`src/rtl/fft_pkg.sv`:
```
// Shared types for the fft4 front-end: complex packing, Q1.15 field positions
// and the frame sequencer state encoding.
package fft_pkg;

  typedef logic [31:0] cplx_t;

  localparam int RE_MSB = 31;
  localparam int RE_LSB = 16;
  localparam int IM_MSB = 15;
  localparam int IM_LSB = 0;

  typedef enum logic [1:0] {
    ST_IDLE    = 2'd0,
    ST_RUN     = 2'd1,
    ST_RELEASE = 2'd2
  } seq_state_t;

  // Real-only sample with headroom shift; imaginary part is always zero.
  function automatic cplx_t pack_real(input logic signed [15:0] s, input int shift);
    cplx_t r;
    r = '0;
    r[RE_MSB:RE_LSB] = s >>> shift;
    r[IM_MSB:IM_LSB] = '0;
    return r;
  endfunction

endpackage

```
`src/rtl/frame_pingpong_buf.sv`:
```
// Two-bank ping-pong sample buffer: write side groups samples into 4-sample
// frames, read side exposes the bank selected by the sequencer.
module frame_pingpong_buf
  import fft_pkg::*;
(
  input  logic             clk,
  input  logic             reset,
  input  logic             sample_valid,
  input  logic [15:0]      sample_data,
  output logic             sample_ready,
  input  logic             rd_bank,
  input  logic             free_rd,
  output logic [1:0]       bank_full,
  output logic [3:0][15:0] rd_samples
);

  logic [1:0][3:0][15:0] bank_q, bank_d;
  logic                  wr_bank_q, wr_bank_d;
  logic [1:0]            wr_cnt_q, wr_cnt_d;
  logic [1:0]            bank_full_q, bank_full_d;
  logic                  accept;

  assign sample_ready = !bank_full_q[wr_bank_q];
  assign accept       = sample_valid && sample_ready;
  assign bank_full    = bank_full_q;
  assign rd_samples   = bank_q[rd_bank];

  always_comb begin
    bank_d      = bank_q;
    wr_bank_d   = wr_bank_q;
    wr_cnt_d    = wr_cnt_q;
    bank_full_d = bank_full_q;
    if (accept) begin
      bank_d[wr_bank_q][wr_cnt_q] = sample_data;
      wr_cnt_d = wr_cnt_q + 2'd1;
      if (wr_cnt_q == 2'd3) begin
        bank_full_d[wr_bank_q] = 1'b1;
        wr_bank_d              = !wr_bank_q;
      end
    end
    // The freed bank is never the one being written, so the bits never collide.
    if (free_rd) begin
      bank_full_d[rd_bank] = 1'b0;
    end
  end

  always_ff @(posedge clk or posedge reset) begin
    if (reset) begin
      bank_q      <= '0;
      wr_bank_q   <= 1'b0;
      wr_cnt_q    <= 2'd0;
      bank_full_q <= 2'b00;
    end else begin
      bank_q      <= bank_d;
      wr_bank_q   <= wr_bank_d;
      wr_cnt_q    <= wr_cnt_d;
      bank_full_q <= bank_full_d;
    end
  end

endmodule

```
`src/rtl/fft4_frame_sequencer.sv`:
```
// Front-end scheduler for the 4-point FFT core: frames samples, runs the core
// start/done handshake and drains the four bins over valid/ready.
module fft4_frame_sequencer
  import fft_pkg::*;
#(
  parameter int SHIFT = 2
) (
  input  logic        clk,
  input  logic        reset,
  input  logic        sample_valid,
  output logic        sample_ready,
  input  logic [15:0] sample_data,
  output logic        fft_start,
  output logic [31:0] fft_in0,
  output logic [31:0] fft_in1,
  output logic [31:0] fft_in2,
  output logic [31:0] fft_in3,
  input  logic [31:0] fft_out0,
  input  logic [31:0] fft_out1,
  input  logic [31:0] fft_out2,
  input  logic [31:0] fft_out3,
  input  logic        fft_done,
  output logic        bin_valid,
  input  logic        bin_ready,
  output logic [1:0]  bin_index,
  output logic [31:0] bin_data,
  output logic        busy
);

  seq_state_t       state_q, state_d;
  logic             rd_bank_q, rd_bank_d;
  cplx_t [3:0]      fft_in_q, fft_in_d;
  cplx_t [3:0]      res_q, res_d;
  logic             res_full_q, res_full_d;
  logic [1:0]       drain_cnt_q, drain_cnt_d;
  logic             free_rd;
  logic [1:0]       bank_full;
  logic [3:0][15:0] rd_samples;

  frame_pingpong_buf u_buf (
    .clk          (clk),
    .reset        (reset),
    .sample_valid (sample_valid),
    .sample_data  (sample_data),
    .sample_ready (sample_ready),
    .rd_bank      (rd_bank_q),
    .free_rd      (free_rd),
    .bank_full    (bank_full),
    .rd_samples   (rd_samples)
  );

  always_comb begin
    state_d     = state_q;
    rd_bank_d   = rd_bank_q;
    fft_in_d    = fft_in_q;
    res_d       = res_q;
    res_full_d  = res_full_q;
    drain_cnt_d = drain_cnt_q;
    fft_start   = 1'b0;
    free_rd     = 1'b0;

    // Drain never overlaps a capture: RUN is only entered with res_full clear.
    if (res_full_q && bin_ready) begin
      drain_cnt_d = drain_cnt_q + 2'd1;
      if (drain_cnt_q == 2'd3) begin
        res_full_d = 1'b0;
      end
    end

    case (state_q)
      ST_IDLE: begin
        if (bank_full[rd_bank_q] && !res_full_q) begin
          for (int k = 0; k < 4; k++) begin
            fft_in_d[k] = pack_real(rd_samples[k], SHIFT);
          end
          state_d = ST_RUN;
        end
      end
      ST_RUN: begin
        fft_start = 1'b1;
        if (fft_done) begin
          res_d[0]   = fft_out0;
          res_d[1]   = fft_out1;
          res_d[2]   = fft_out2;
          res_d[3]   = fft_out3;
          res_full_d = 1'b1;
          free_rd    = 1'b1;
          rd_bank_d  = !rd_bank_q;
          state_d    = ST_RELEASE;
        end
      end
      // One cycle with start low lets the core fall back from DONE to RESET.
      ST_RELEASE: state_d = ST_IDLE;
      default:    state_d = ST_IDLE;
    endcase
  end

  always_ff @(posedge clk or posedge reset) begin
    if (reset) begin
      state_q     <= ST_IDLE;
      rd_bank_q   <= 1'b0;
      fft_in_q    <= '0;
      res_q       <= '0;
      res_full_q  <= 1'b0;
      drain_cnt_q <= 2'd0;
    end else begin
      state_q     <= state_d;
      rd_bank_q   <= rd_bank_d;
      fft_in_q    <= fft_in_d;
      res_q       <= res_d;
      res_full_q  <= res_full_d;
      drain_cnt_q <= drain_cnt_d;
    end
  end

  assign fft_in0   = fft_in_q[0];
  assign fft_in1   = fft_in_q[1];
  assign fft_in2   = fft_in_q[2];
  assign fft_in3   = fft_in_q[3];
  assign bin_valid = res_full_q;
  assign bin_index = drain_cnt_q;
  assign bin_data  = res_full_q ? res_q[drain_cnt_q] : 32'h0;
  assign busy      = (state_q == ST_RUN) || (state_q == ST_RELEASE);

endmodule
```
`config.mk`:
```
export PLATFORM = sky130hd
export DESIGN_NAME = fft4_frame_sequencer
export DESIGN_NICKNAME = d
export VERILOG_FILES = /design/src/rtl/fft_pkg.sv /design/src/rtl/frame_pingpong_buf.sv /design/src/rtl/fft4_frame_sequencer.sv
export SDC_FILE = /design/constraint.sdc
export NUM_CORES = 1
export LEC_CHECK = 0
export CAP_MARGIN = 20
export CORE_MARGIN = 2
export CORE_UTILIZATION = 56
export CTS_BUF_LIST = sky130_fd_sc_hd__clkbuf_2 sky130_fd_sc_hd__clkbuf_4 sky130_fd_sc_hd__clkbuf_8
export CTS_CLUSTER_SIZE = 24
export DETAILED_ROUTE_END_ITERATION = 6
export PLACE_DENSITY = 0.88
export SYNTH_ARGS = -nofsm -noshare
export SYNTH_HDL_FRONTEND = slang
export SYNTH_SLANG_ARGS = --single-unit
```
`constraint.sdc`:
```
create_clock -name clk -period 17.43 [get_ports clk]
set_input_delay 4.3575 -clock clk [delete_from_list [all_inputs] [get_ports clk]]
set_output_delay 4.3575 -clock clk [all_outputs]
set_load 0.02 [all_outputs]
```
==> impl_metrics.py <==
metrics = {
    "clock_tree": {
        "numCtsBuffers": 50,
        "path_clk_slew_ns": 0.06,
        "htreeDepth": 2,
        "postCtsResizedCells": 0,
        "hold_buffers": 0,
        "cts-root-buf": "clkbuf_8",
        "clkLatencyLatePin_ns": 0.55,
        "tritoncts_num_sinks": 307,
        "clockBufferDepth": 3,
        "post_cts_buffers": 0,
        "cts_tree": "built",
    },
    "placed_design": {
        "place.port_buffers": 248,
        "gp_congestion": 0.737,
        "place_hpwl_mm": 19.3,
        "dp_slack_ns": 10.52,
        "dp_cells": 1417,
    },
    "synthesis": {
        "syn-mean-instance-area_um2": 15.5,
        "synth-warning-count": 0,
        "ys_ff_latch": 307,
        "synth_enable_flop_cells": 0,
        "yosys_most_used_dff": "dfrtp_1",
        "yosys.cell_types.count": 32,
        "async_flop_share_pct": 100,
        "syn-cell-area_um2": 13900,
        "yosysSeqAreaShare_pct": 55.5,
        "syn_inst": 896,
    },
    "final_layout": {
        "num-fill-cells": 1573,
        "nNetsFinal": 1302,
        "fin_util_pct": 71.4,
        "area_growth_syn_to_layout_pct": 25.3,
        "fin_cells": 1510,
        "seq_area_um2": 7680,
        "drive_gt1_share_pct": 41.6,
        "multi_input_area_um2": 5580,
    },
    "worst_setup_path": {
        "path_max_fanout": 22,
        "endpoint_kind": "primary output",
        "crit_path_start_kind": "flop",
        "r2r_cells": 5,
        "critical_path_required_ns": 13.07,
        "max_stage_delay_ns": 0.64,
        "crit_slowest_cell": "dfrtp_2",
        "crit_buf_inv": 2,
        "critPathKind": "flop to primary output",
        "worst_path_dominant_cell_family": "buffers and inverters",
        "crit_chain": "buf_4 -> mux4_2 -> and2_1 -> clkdlybuf4s50_1",
        "crit_arrival_ns": 3.02,
        "worst-path-stages": 4,
    },
    "sta": {
        "setup_ws_ns": 10.05,
        "max_freq_mhz": 136,
        "relSlewSlack_pct": 31.4,
        "rsz0062_at_grt": "no",
        "drv_slew": 0,
        "min_period_over_period_pct": 42.3,
        "period_needed_ns": 7.38,
        "tightest_slew_ns": 1.03,
        "setup_tns_ns": 0,
        "report.final.setup_viol": 0,
        "fin_worst_skew_ns": 0.0116,
        "hold_viol": 0,
    },
    "die": {
        "boundaryPins": 315,
        "num_rows": 57,
        "die_area_um2": 26000,
        "die_w_um": 161,
        "fp.dieH_um": 161,
        "initial_utilization_pct": 57.0,
        "core_area_um2": 24300,
    },
    "grt": {
        "overflow": 0,
        "antenna_found_initial": 1,
        "grt_pass1_wl_mm": 47.6,
        "gr-usage-all-layers_pct": 23.3,
        "grt_max_degree": 168,
        "grt_pass1_vias": 8761,
    },
    "run": {
        "maxCapViolCount": 0,
    },
    "detailed_routing": {
        "via_count": 7963,
        "drt_iter0_markers": 413,
        "via_per_inst": 5.27,
        "dr.pass1.iters": 4,
        "routed_wl_mm": 29.7,
        "drcViolationCount": 0,
        "wire_per_inst_um": 19.7,
        "drtAntennaViolNets": 0,
    },
    "power": {
        "power_leakage_nw": 7.61,
        "vdd_drop_max_uv": 116,
        "p_per_area_nw_per_um2": 197,
    },
    "min_path": {
        "hold_path.class": "flop to flop",
        "whs_path_depth": 1,
    },
    "run_status": {
        "status": "complete, no violations",
    },
}
-- power breakdown --
group / switching (mW) / total, mW / internal, mW
clock network: 0.276 / 0.656 / 0.380
logic: 0.611 / 1.49 / 0.877
registers: 0.210 / 1.28 / 1.07
total: 1.10 / 3.42 / 2.33
-- metal layers --
metal  up-vias  track usage [%]  wire length (um)
met5         -                0                 0
met4         0             5.76               403
met3        35             8.71              2910
met2       286             38.5             14600
met1      4079             29.3             11800
li1       3563                -                 -
-- through the flow --
stage               cell area, um2  hold WS, ns  power, mW
CTS                          17300        0.500       3.46
finish                       17400        0.500       3.42
floorplan                    14100        0.474       2.29
global placement             16300        0.481       2.72
detailed placement           16300        0.487       2.78
global route                 17400        0.509       3.62
-- final cells by class --
type                       count  area share, %
clock buffer                  85           6.09
inverter                       7          0.195
sequential                   307           44.3
multi-input combinational    523           32.1
tap                          324           2.33
timing repair buffer         257           14.8
antenna                        1         0.0144
clock inverter                 6          0.173
-- cells by family after synthesis --
group,after synthesis,synth area share (%)
mux,388,34.9
flops,307,55.5
buf+inv,129,6.07
simple gates,53,2.26
compound gates,8,0.416
fa+ha+maj,7,0.632
xor+xnor,3,0.190
other cells,1,0.0271
-- flip-flops by register name (all words and copies together), names as in the netlist --
signal and count:
fft_in1 14, res_q 128, fft_in0 14, fft_in3 14, rd_bank_q 1, fft_in2 14, bin_valid 1, bin_index 2
u_buf.bank_q 112, u_buf.wr_bank_q 1, u_buf.wr_cnt_q 2, state_q 2, u_buf.bank_full 2
-- synthesized netlist by cell type (2+ instances only) --
cell	instances	area share, %
buf_1	3	0.081
inv_1	7	0.19
clkbuf_1	14	0.38
mux4_2	32	5.2
buf_6	4	0.33
nand2b_1	2	0.090
dfrtp_1	307	55
and2_1	32	1.4
mux2_4	29	3.1
buf_4	80	4.3
and3_1	3	0.14
ha_1	7	0.63
nor3_2	2	0.14
buf_2	21	0.76
xnor2_1	3	0.19
nand2_1	10	0.27
mux2_2	325	26
-- placed cells by master, fill, tap and decap left out, types with 2 or more instances in the layout --
master / count
mux2_2: 325
dfrtp_1: 305
clkdlybuf4s50_1: 248
clkbuf_8: 67
conb_1: 64
mux4_2: 32
and2_1: 32
mux2_4: 29
clkbuf_4: 18
nand2_1: 9
ha_1: 7
buf_4: 7
inv_1: 6
clkinv_2: 6
and3_1: 3
xnor2_1: 3
nand2b_1: 2
dfrtp_2: 2
-- worst register-to-register path, cell delays in order, from the launching register on --
cell     delay [ns]
dfrtp_1        0.35
inv_1          0.08
ha_1           0.28
nand2_4        0.54
buf_4          0.86
mux2_2         0.56
-- worst paths after layout --
check	startpoint	endpoint	slack [ns]
worst max register to register	state_q[1]	res_q[7]	14.65
worst max-delay path	bin_index[0]	bin_data[3]	10.05
max in group asynchronous	reset	rd_bank_q	11.58
worst min register to register	u_buf.bank_q[93]	u_buf.bank_q[93]	0.50
min in group asynchronous	reset	res_q[15]	4.39
worst min-delay path	u_buf.bank_q[93]	u_buf.bank_q[93]	0.50
(Power assumes the default switching activity.)
